[src/rtl/ioports_host_sequencer_pkg.sv]
// Shared encodings for the I/O port host sequencer: requester ops,
// port-block command codes, FSM states and the auto-zero port address.
package ioports_host_sequencer_pkg;

  typedef enum logic [1:0] {
    OP_WRITE = 2'b00,
    OP_READ  = 2'b01,
    OP_RSTP  = 2'b10,
    OP_RSVD  = 2'b11
  } op_e;

  localparam logic [2:0] CMD_RESET = 3'b001;
  localparam logic [2:0] CMD_WRITE = 3'b010;
  localparam logic [2:0] CMD_READ  = 3'b011;

  // Port 15 returns to zero on its own and the port block ignores load
  // while that is pending.
  localparam logic [3:0] ADDR_AUTOZERO = 4'hF;

  typedef enum logic [2:0] {
    S_IDLE  = 3'd0,
    S_CMD   = 3'd1,
    S_GAP   = 3'd2,
    S_WBYTE = 3'd3,
    S_RREQ  = 3'd4,
    S_RREL  = 3'd5,
    S_HOLD  = 3'd6,
    S_FIN   = 3'd7
  } state_e;

  // Command nibble carried in bits [6:4] of the command byte.
  function automatic logic [2:0] op2cmd(input logic [1:0] op);
    logic [2:0] c;
    case (op)
      OP_WRITE: c = CMD_WRITE;
      OP_READ:  c = CMD_READ;
      OP_RSTP:  c = CMD_RESET;
      default:  c = 3'b000;
    endcase
    return c;
  endfunction

endpackage

[src/rtl/ioports_rr_arb2.sv]
// Two-way round-robin arbiter. A lone request wins outright; when both
// request, the one not granted last wins. Pointer moves only on accept.
module ioports_rr_arb2 (
  input  logic       clk,
  input  logic       reset,
  input  logic [1:0] i_req,
  input  logic       i_accept,
  output logic [1:0] o_gnt
);

  // r_last = index of the requester granted most recently
  logic r_last;

  // grant selection
  always_comb begin
    o_gnt = 2'b00;
    if (i_req == 2'b11) o_gnt = r_last ? 2'b01 : 2'b10;
    else                o_gnt = i_req;
  end

  // pointer update; reset value makes requester 0 win first
  always_ff @(posedge clk) begin
    if (!reset)                    r_last <= 1'b1;
    else if (i_accept && |o_gnt)   r_last <= o_gnt[1];
  end

endmodule

[src/rtl/ioports_host_sequencer.sv]
// Arbitrates two requesters onto the byte-serial command bus of the I/O
// port block and sequences write / read / reset-ports transactions.
module ioports_host_sequencer
  import ioports_host_sequencer_pkg::*;
#(
  parameter int LOAD_GAP = 1,
  parameter int F_HOLD   = 2,
  parameter int TIMEOUT  = 255
) (
  input  logic        clk,
  input  logic        reset,
  input  logic        req0_valid,
  input  logic [1:0]  req0_op,
  input  logic [3:0]  req0_addr,
  input  logic [31:0] req0_wdata,
  input  logic        req1_valid,
  input  logic [1:0]  req1_op,
  input  logic [3:0]  req1_addr,
  input  logic [31:0] req1_wdata,
  output logic        done0,
  output logic        done1,
  output logic        rsp_err,
  output logic [31:0] rsp_rdata,
  output logic        busy,
  output logic        io_load,
  output logic [7:0]  io_datain,
  output logic        io_ready,
  input  logic        io_enout,
  input  logic [7:0]  io_dataout
);

  // Terminal counts for the shared cycle counter (it restarts at 0 on
  // every state change).
  localparam logic [7:0] GAP_LAST  = (LOAD_GAP > 0) ? 8'(LOAD_GAP - 1) : 8'd0;
  localparam logic [7:0] HOLD_LAST = 8'(F_HOLD);
  localparam logic [7:0] TMO_LAST  = (TIMEOUT > 0) ? 8'(TIMEOUT - 1) : 8'd0;

  state_e      r_state, w_state_nxt;
  logic [1:0]  r_op;
  logic [3:0]  r_addr;
  logic [31:0] r_wdata;
  logic        r_owner;
  logic [31:0] r_rdata;
  logic        r_err;
  logic [7:0]  r_cnt;
  logic [1:0]  r_bcnt;

  logic [1:0]  w_gnt;
  logic [1:0]  w_gop;
  logic        w_accept;
  logic        w_capture;
  logic        w_tmo;
  logic        w_bstep;
  logic        w_last_byte;
  logic [7:0]  w_wbyte;
  state_e      w_gap_tgt;
  state_e      w_post_load;

  ioports_rr_arb2 u_arb (
    .clk      (clk),
    .reset    (reset),
    .i_req    ({req1_valid, req0_valid}),
    .i_accept (w_accept),
    .o_gnt    (w_gnt)
  );

  assign w_gop       = w_gnt[1] ? req1_op : req0_op;
  assign w_last_byte = (r_bcnt == 2'd3);
  // After a load pulse either sit out the gap or go straight on.
  assign w_gap_tgt   = (r_op == OP_READ) ? S_RREQ : S_WBYTE;
  assign w_post_load = (LOAD_GAP > 0) ? S_GAP : w_gap_tgt;

  // write data byte for the current byte slot, MS byte first
  always_comb begin
    case (r_bcnt)
      2'd0:    w_wbyte = r_wdata[31:24];
      2'd1:    w_wbyte = r_wdata[23:16];
      2'd2:    w_wbyte = r_wdata[15:8];
      default: w_wbyte = r_wdata[7:0];
    endcase
  end

  // next state, bus outputs and datapath strobes
  always_comb begin
    w_state_nxt = r_state;
    io_load     = 1'b0;
    io_datain   = 8'h00;
    io_ready    = 1'b0;
    done0       = 1'b0;
    done1       = 1'b0;
    rsp_err     = 1'b0;
    rsp_rdata   = 32'h0;
    busy        = (r_state != S_IDLE);
    w_accept    = 1'b0;
    w_capture   = 1'b0;
    w_tmo       = 1'b0;
    w_bstep     = 1'b0;
    case (r_state)
      S_IDLE: begin
        if (|w_gnt) begin
          w_accept    = 1'b1;
          w_state_nxt = (w_gop == OP_RSVD) ? S_FIN : S_CMD;
        end
      end
      S_CMD: begin
        io_load     = 1'b1;
        io_datain   = {1'b0, op2cmd(r_op), r_addr};
        w_state_nxt = (r_op == OP_RSTP) ? S_FIN : w_post_load;
      end
      S_GAP: begin
        if (r_cnt == GAP_LAST) w_state_nxt = w_gap_tgt;
      end
      S_WBYTE: begin
        io_load   = 1'b1;
        io_datain = w_wbyte;
        w_bstep   = 1'b1;
        if (w_last_byte)
          w_state_nxt = (r_addr == ADDR_AUTOZERO) ? S_HOLD : S_FIN;
        else
          w_state_nxt = w_post_load;
      end
      S_RREQ: begin
        io_ready = 1'b1;
        if (io_enout) begin
          w_capture   = 1'b1;
          w_state_nxt = S_RREL;
        end else if (r_cnt == TMO_LAST) begin
          w_tmo       = 1'b1;
          w_state_nxt = S_FIN;
        end
      end
      S_RREL: begin
        if (!io_enout) begin
          w_bstep     = 1'b1;
          w_state_nxt = w_last_byte ? S_FIN : S_RREQ;
        end else if (r_cnt == TMO_LAST) begin
          w_tmo       = 1'b1;
          w_state_nxt = S_FIN;
        end
      end
      S_HOLD: begin
        if (r_cnt == HOLD_LAST) w_state_nxt = S_FIN;
      end
      S_FIN: begin
        done0       = ~r_owner;
        done1       = r_owner;
        rsp_err     = r_err;
        rsp_rdata   = (r_op == OP_READ && !r_err) ? r_rdata : 32'h0;
        w_state_nxt = S_IDLE;
      end
      default: w_state_nxt = S_IDLE;
    endcase
  end

  // state, counters and latched transaction fields
  always_ff @(posedge clk) begin
    if (!reset) begin
      r_state <= S_IDLE;
      r_op    <= 2'b00;
      r_addr  <= 4'h0;
      r_wdata <= 32'h0;
      r_owner <= 1'b0;
      r_rdata <= 32'h0;
      r_err   <= 1'b0;
      r_cnt   <= 8'h00;
      r_bcnt  <= 2'd0;
    end else begin
      r_state <= w_state_nxt;
      if (w_state_nxt != r_state || r_state == S_IDLE) r_cnt <= 8'h00;
      else                                              r_cnt <= r_cnt + 8'd1;
      if (w_accept) begin
        r_owner <= w_gnt[1];
        r_op    <= w_gop;
        r_addr  <= w_gnt[1] ? req1_addr  : req0_addr;
        r_wdata <= w_gnt[1] ? req1_wdata : req0_wdata;
        r_rdata <= 32'h0;
        r_err   <= (w_gop == OP_RSVD);
        r_bcnt  <= 2'd0;
      end
      if (w_capture) r_rdata <= {r_rdata[23:0], io_dataout};
      if (w_tmo) begin
        r_err   <= 1'b1;
        r_rdata <= 32'h0;
      end
      if (w_bstep) r_bcnt <= r_bcnt + 2'd1;
    end
  end

endmodule

[config.mk]
export PLATFORM = sky130hd
export DESIGN_NAME = ioports_host_sequencer
export DESIGN_NICKNAME = d
export VERILOG_FILES = /design/src/rtl/ioports_host_sequencer_pkg.sv /design/src/rtl/ioports_rr_arb2.sv /design/src/rtl/ioports_host_sequencer.sv
export SDC_FILE = /design/constraint.sdc
export NUM_CORES = 1
export LEC_CHECK = 0
export CAP_MARGIN = 10
export CORE_MARGIN = 1.5
export CORE_UTILIZATION = 47
export DETAILED_ROUTE_END_ITERATION = 10
export PLACE_DENSITY_LB_ADDON = 0.08
export REMOVE_ABC_BUFFERS = 1
export SKIP_CTS_REPAIR_TIMING = 1
export SLEW_MARGIN = 20
export SYNTH_ARGS = -nofsm -noshare
export SYNTH_HDL_FRONTEND = slang
export SYNTH_SLANG_ARGS = --single-unit
[constraint.sdc]
create_clock -name clk -period 2.2 [get_ports clk]
set_clock_uncertainty 0.1 [all_clocks]
set_input_delay 0.44 -clock clk [delete_from_list [all_inputs] [get_ports clk]]
set_output_delay 0.44 -clock clk [all_outputs]
set_load 0.1 [all_outputs]
==> impl_metrics.env, run 1 <==
export IMPL_ys_types=44
export IMPL_worst_path_max_delay_cell="a222oi_1"
export IMPL_die_w_um=99.89
export IMPL_async_reset_ff_share_pct=0
export IMPL_ys_seq_area_share_pct=39.02
export IMPL_clock_latency_ps=360
export IMPL_synth_top_family_by_area="simple AND/OR/NAND/NOR gates"
export IMPL_area_growth_pct=63.24
export IMPL_port_buffers=134
export IMPL_detail_route_iter0_violations=205
export IMPL_first_pass_iters=5
export IMPL_drt_total_wl_um=12170
export IMPL_fmax_mhz=398.1
export IMPL_ys_seq_elements=86
export IMPL_viasPerCell=5.467
export IMPL_grt_pass1_wl_um=18430
export IMPL_num_fill_cells=583
export IMPL_synthXorXnorAreaFrac_pct=1.390
export IMPL_ys_warn_count=0
export IMPL_synthCells=505
export IMPL_cpMostUsedCell="buf_4"
export IMPL_synth_compound_area_share_pct=18.89
export IMPL_critPathKind="flop to primary output"
export IMPL_synth_ff_type="dfxtp_1"
export IMPL_gp_congestion=0.8599
export IMPL_dieArea_um2=9977
export IMPL_netlist_area_um2=4412
export IMPL_slowest_delay_ps=350
export IMPL_rsz0062_at_grt="yes"
export IMPL_tightest_slew_ps=529.6
export IMPL_clock_path_buffers=2
export IMPL_htree_levels=3
export IMPL_violations="negative setup slack"
export IMPL_fp_row_count=35
export IMPL_initial_utilization_pct=48.20
export IMPL_io_pins=135
export IMPL_nets=767
export IMPL_hp_class="flop to flop"
export IMPL_dieHeight_um=99.89
export IMPL_num_vias=4270
export IMPL_grtUsageTotal_pct=23.01
export IMPL_wl_per_cell_um=15.58
export IMPL_cts_root_buf="clkbuf_8"
export IMPL_synthAdderAreaFrac_pct=3.403
export IMPL_status="finished with violations"
export IMPL_mostFrequentLayoutCell="nor2_1"
export IMPL_grt_overflow=0
export IMPL_finalCritPeriodShare_pct=114.2
export IMPL_drive_above_1_share_pct=28.96
export IMPL_drc=0
export IMPL_path_cells="buf_4 > ha_4 > buf_4 > a222oi_1 > nor2_1 > a21oi_2 > nor2_2 > buf_12"
export IMPL_hpwlAfterDp_um=8609
export IMPL_start_kind="flop"
export IMPL_hold_viol=0
export IMPL_final_max_slew_violation_count=0
export IMPL_dp_cells=751
export IMPL_grt_antenna_before_repair=0
export IMPL_period_minus_slack_ps=2512
export IMPL_mostFrequentLayoutCells="nor2_1 (93), clkdlybuf4s50_1 (86), dfxtp_1 (79), buf_12 (53), mux2i_1 (47)"
export IMPL_ant_nets=0
export IMPL_setup_violations=40
export IMPL_antenna_cells=0
export IMPL_cp_max_fo=6
export IMPL_power_density_nw_per_um2=996.7
export IMPL_leakagePower_nw=2.753
export IMPL_slew_headroom_pct=64.70
export IMPL_grt_max_degree=79
export IMPL_clkTransAtPathRegs_ps=80
export IMPL_core_area_um2=9153
export IMPL_finalSetupTns_ps=-5043
export IMPL_crit_arrival_ps=1970
export IMPL_ir_drop_mv=0.7024
export IMPL_cts_tree="yes"
export IMPL_syn_area_per_cell_um2=8.736
export IMPL_final_cells=781
export IMPL_cts_inserted_buffers=9
export IMPL_clock_sinks=86
export IMPL_first_global_vias=3949
export IMPL_synthSimpleGateAreaFrac_pct=21.24
export IMPL_drv_cap=0
export IMPL_required_ps=1660
export IMPL_end_kind="primary output"
export IMPL_muxShareOfSynthArea_pct=10.89
export IMPL_synth_edf_count=0
export IMPL_fin_ws_ps=-311.9
==> cell type report <==
type | instances | area, um^2 | area share, %
Timing Repair Buffer | 190 | 2369 | 32.89
Tap cell | 111 | 138.9 | 1.928
Clock buffer | 9 | 123.9 | 1.720
Clock inverter | 6 | 71.32 | 0.9903
Sequential cell | 86 | 1740 | 24.17
Inverter | 15 | 63.81 | 0.8860
Multi-Input combinational cell | 364 | 2695 | 37.42
==> synth_stat cells (4+ instances only) <==
cell,n,area share [%]
inv_1,14,1.2
buf_2,11,1.2
a21oi_1,7,0.79
nand3_1,7,0.79
ha_1,12,3.4
mux2i_1,48,11
dfxtp_1,86,39
xnor2_1,5,0.99
nor2_1,96,8.2
a211oi_1,38,6.5
nand2b_1,5,0.71
o21ai_1,7,0.79
nor3b_2,8,2.3
and2_1,32,4.5
nand2_1,22,1.9
clkbuf_1,23,2.0
a22oi_1,33,5.6
nor3_1,4,0.45
buf_1,4,0.34
a222oi_1,8,1.8
==> routing by layer <==
| layer | track usage (%) | wire [um] | vias to the layer above |
|---|---|---|---|
| met3 | 4.526 | 607 | 15 |
| met4 | 6.717 | 169 | 0 |
| met1 | 28.38 | 5068 | 1999 |
| met2 | 40.66 | 6321 | 143 |
| li1 | - | - | 2113 |
| met5 | 0 | 0 | - |
==> worst max-delay path: cells and delay by family (launching register included) <==
family / cells / cell delay (ps)
fa+ha+maj: 1 / 190
buf+inv: 3 / 460
simple gates: 2 / 160
compound gates: 2 / 480
flops: 1 / 330
==> registers in the layout, indices dropped and copies added (netlist names) <==
signal        count
u_arb.r_last      1
r_op              2
r_wdata          32
r_bcnt            2
r_cnt             8
r_addr            4
r_owner           1
r_err             1
r_rdata          32
r_state           3
==> cells by family (layout without fill, tap and decap cells) <==
group | after synthesis | count (layout)
adder cells (fa/ha/maj) | 12 | 12
AND/OR/NAND/NOR | 189 | 189
AO/OA/AOI/OAI | 108 | 108
flip-flops | 86 | 86
buffers and inverters | 55 | 220
XOR/XNOR | 7 | 7
multiplexers | 48 | 48
==> stage by stage <==
| step | area, um^2 | util (%) | total power [mW] | hold WS, ps | worst slack, ps |
|---|---|---|---|---|---|
| 6_report | 7202 | 78.69 | 7.178 | 403.6 | -311.9 |
| 5_1_grt | 7202 | 78.69 | 7.620 | 427.8 | -409.5 |
| 4_1_cts | 6773 | 74.00 | 6.859 | 402.5 | -492.6 |
| 3_5_place_dp | 6578 | 71.87 | 5.744 | 390.8 | -309.0 |
| 3_3_place_gp | 6578 | 71.87 | 5.647 | 380.0 | -257.2 |
| 2_1_floorplan | 4240 | - | 4.411 | 369.5 | -1251 |
==> worst paths after layout <==
check	startpoint	endpoint	slack, ps	cells after the start
worst min register to register	r_wdata[0]	r_wdata[0]	400	2
worst max register to register	r_bcnt[0]	r_cnt[0]	50	9
worst max-delay path	r_bcnt[1]	io_datain[7]	-310	8
worst min-delay path	r_wdata[0]	r_wdata[0]	400	2
==> where the power goes <==
part / internal [mW] / switching [mW]
Combinational: 1.64 / 2.13
Sequential: 1.97 / 0.310
Clock: 0.529 / 0.597
Total: 4.14 / 3.04
Note: power is estimated with default switching activity, not from simulation.
==> run 2: changes to the inputs <==
- CORE_UTILIZATION: 47 -> 49
- CTS_BUF_LIST: default -> sky130_fd_sc_hd__clkbuf_8
==> run 2 against run 1 <==
  * The flow still finishes with violations (negative setup slack)
  * Sequential power hardly changed
  * Maximum frequency is 1.1% higher
  * Wire length is 4.2% lower
  * Clock power is 5% higher
  * Critical path depth stayed put
  * Setup slack better by 28 ps
  * Critical path type unchanged
  * Largest cell class unchanged
==> impl_metrics.env, run 2 (synthesized netlist as in run 1, its figures left out) <==
export IMPL_cts_tree="yes"
export IMPL_io_pins=135
export IMPL_violations="negative setup slack"
export IMPL_port_buffers=134
export IMPL_wl_met3_um=497
export IMPL_fin_ws_ps=-283.9
export IMPL_num_vias=4197
export IMPL_ant_nets=0
export IMPL_worst_path_max_delay_cell="dfxtp_2"
export IMPL_period_minus_slack_ps=2484
export IMPL_clkTransAtPathRegs_ps=80
export IMPL_end_kind="primary output"
export IMPL_slowest_delay_ps=340
export IMPL_fmax_mhz=402.6
export IMPL_hold_viol=0
export IMPL_gp_congestion=0.8796
export IMPL_path_cells="buf_4 > ha_4 > buf_4 > a222oi_1 > nor2_1 > a21oi_2 > nor2_2 > buf_12"
export IMPL_cts_root_buf="clkbuf_8"
export IMPL_clock_path_buffers=2
export IMPL_finalCritPeriodShare_pct=112.9
export IMPL_fin_area_um2=7027
export IMPL_area_growth_pct=59.27
export IMPL_fin_hold_ws_ps=400.8
export IMPL_rsz0062_at_grt="yes"
export IMPL_wl_met1_um=4782
export IMPL_initial_utilization_pct=50.59
export IMPL_leakagePower_nw=2.654
export IMPL_hpwlAfterDp_um=8370
export IMPL_core_area_um2=8721
export IMPL_power_density_nw_per_um2=1012
export IMPL_drt_total_wl_um=11650
export IMPL_mostFrequentLayoutCell="nor2_1"
export IMPL_wl_met2_um=6203
export IMPL_grtUsageTotal_pct=23.49
export IMPL_mostFrequentLayoutCells="nor2_1 (92), clkdlybuf4s50_1 (88), dfxtp_1 (77), buf_12 (53), mux2i_1 (47)"
export IMPL_start_kind="flop"
export IMPL_hp_class="flop to flop"
export IMPL_slew_headroom_pct=76.97
export IMPL_first_pass_iters=5
export IMPL_clock_sinks=86
export IMPL_grt_overflow=0
export IMPL_required_ps=1660
export IMPL_clock_latency_ps=360
export IMPL_antenna_cells=0
export IMPL_viasPerCell=5.472
export IMPL_die_w_um=97.89
export IMPL_setup_violations=40
export IMPL_grt_max_degree=78
export IMPL_nets=755
export IMPL_cp_max_fo=8
export IMPL_grt_pass1_wl_um=18560
export IMPL_grt_antenna_before_repair=0
export IMPL_drc=0
export IMPL_status="finished with violations"
export IMPL_cpMostUsedCell="buf_4"
export IMPL_dieHeight_um=97.89
export IMPL_ir_drop_mv=0.9207
export IMPL_fp_row_count=34
export IMPL_cts_inserted_buffers=9
export IMPL_critPathKind="flop to primary output"
export IMPL_finalSetupTns_ps=-8810
export IMPL_top_layer="met4"
export IMPL_wl_per_cell_um=15.19
export IMPL_htree_levels=3
export IMPL_drv_cap=0
export IMPL_finalPower_mw=7.113
export IMPL_top_regs="r_rdata x32, r_wdata x32, r_cnt x8"
export IMPL_tightest_slew_ps=341.8
export IMPL_placed_cell_area_um2=6571
export IMPL_crit_arrival_ps=1940
export IMPL_first_global_vias=4111
export IMPL_detail_route_iter0_violations=122
export IMPL_final_max_slew_violation_count=0
export IMPL_dieArea_um2=9581
export IMPL_drive_above_1_share_pct=23.37
## run 2: changes by cell type in the layout (fill, tap and decap cells not counted), sizes merged
cell and change:
buf -12, inv +3, clkdlybuf4s50 +2, dlymetal6s2s -2
clkinv -1, clkinvlp -1
## run 2: critical path, delay by kind of cell, from the launching register on
kind	cells	cell delay, ps
AO/OA/AOI/OAI	2	440
adder cells (fa/ha/maj)	1	190
flip-flops	1	340
AND/OR/NAND/NOR	2	150
buffers and inverters	3	460
## run 2: cell type report
cell class / instances / area (um^2)
Multi-Input combinational cell: 364 / 2621
Timing Repair Buffer: 178 / 2258
Sequential cell: 86 / 1740
Fill cell: 564 / 1694
Tap cell: 108 / 135.1
Clock buffer: 9 / 123.9
Clock inverter: 7 / 86.33
Inverter: 15 / 61.31
## run 2: per-layer routing
layer / GRT usage (%) / up-vias
met5: 0 / -
met4: 7.253 / 0
met3: 4.366 / 16
met2: 42.92 / 122
met1: 27.73 / 1963
li1: - / 2096
## run 2: per-stage QoR
| stage | util [%] | cells | setup slack (ps) |
|---|---|---|---|
| after floorplan | - | 465 | -1251 |
| after global placement | 75.35 | 746 | -242.9 |
| after detailed placement | 75.35 | 746 | -382.0 |
| after CTS | 77.76 | 762 | -467.0 |
| after global routing | 80.57 | 767 | -396.6 |
| final | 80.57 | 767 | -283.9 |
## run 2: power by group
| part | switching (mW) | total (mW) | internal, mW |
|---|---|---|---|
| combinational | 2.07 | 3.62 | 1.55 |
| clock | 0.634 | 1.19 | 0.553 |
| sequential | 0.330 | 2.30 | 1.97 |
| total | 3.04 | 7.11 | 4.08 |
## run 2: final timing paths
check | slack [ps] | cells past startpoint | startpoint | end
max | -280 | 8 | r_bcnt[1] | io_datain[6]
min | 400 | 2 | r_wdata[28] | r_wdata[28]
max reg2reg | 60 | 9 | r_bcnt[1] | r_cnt[7]
min reg2reg | 400 | 2 | r_wdata[28] | r_wdata[28]
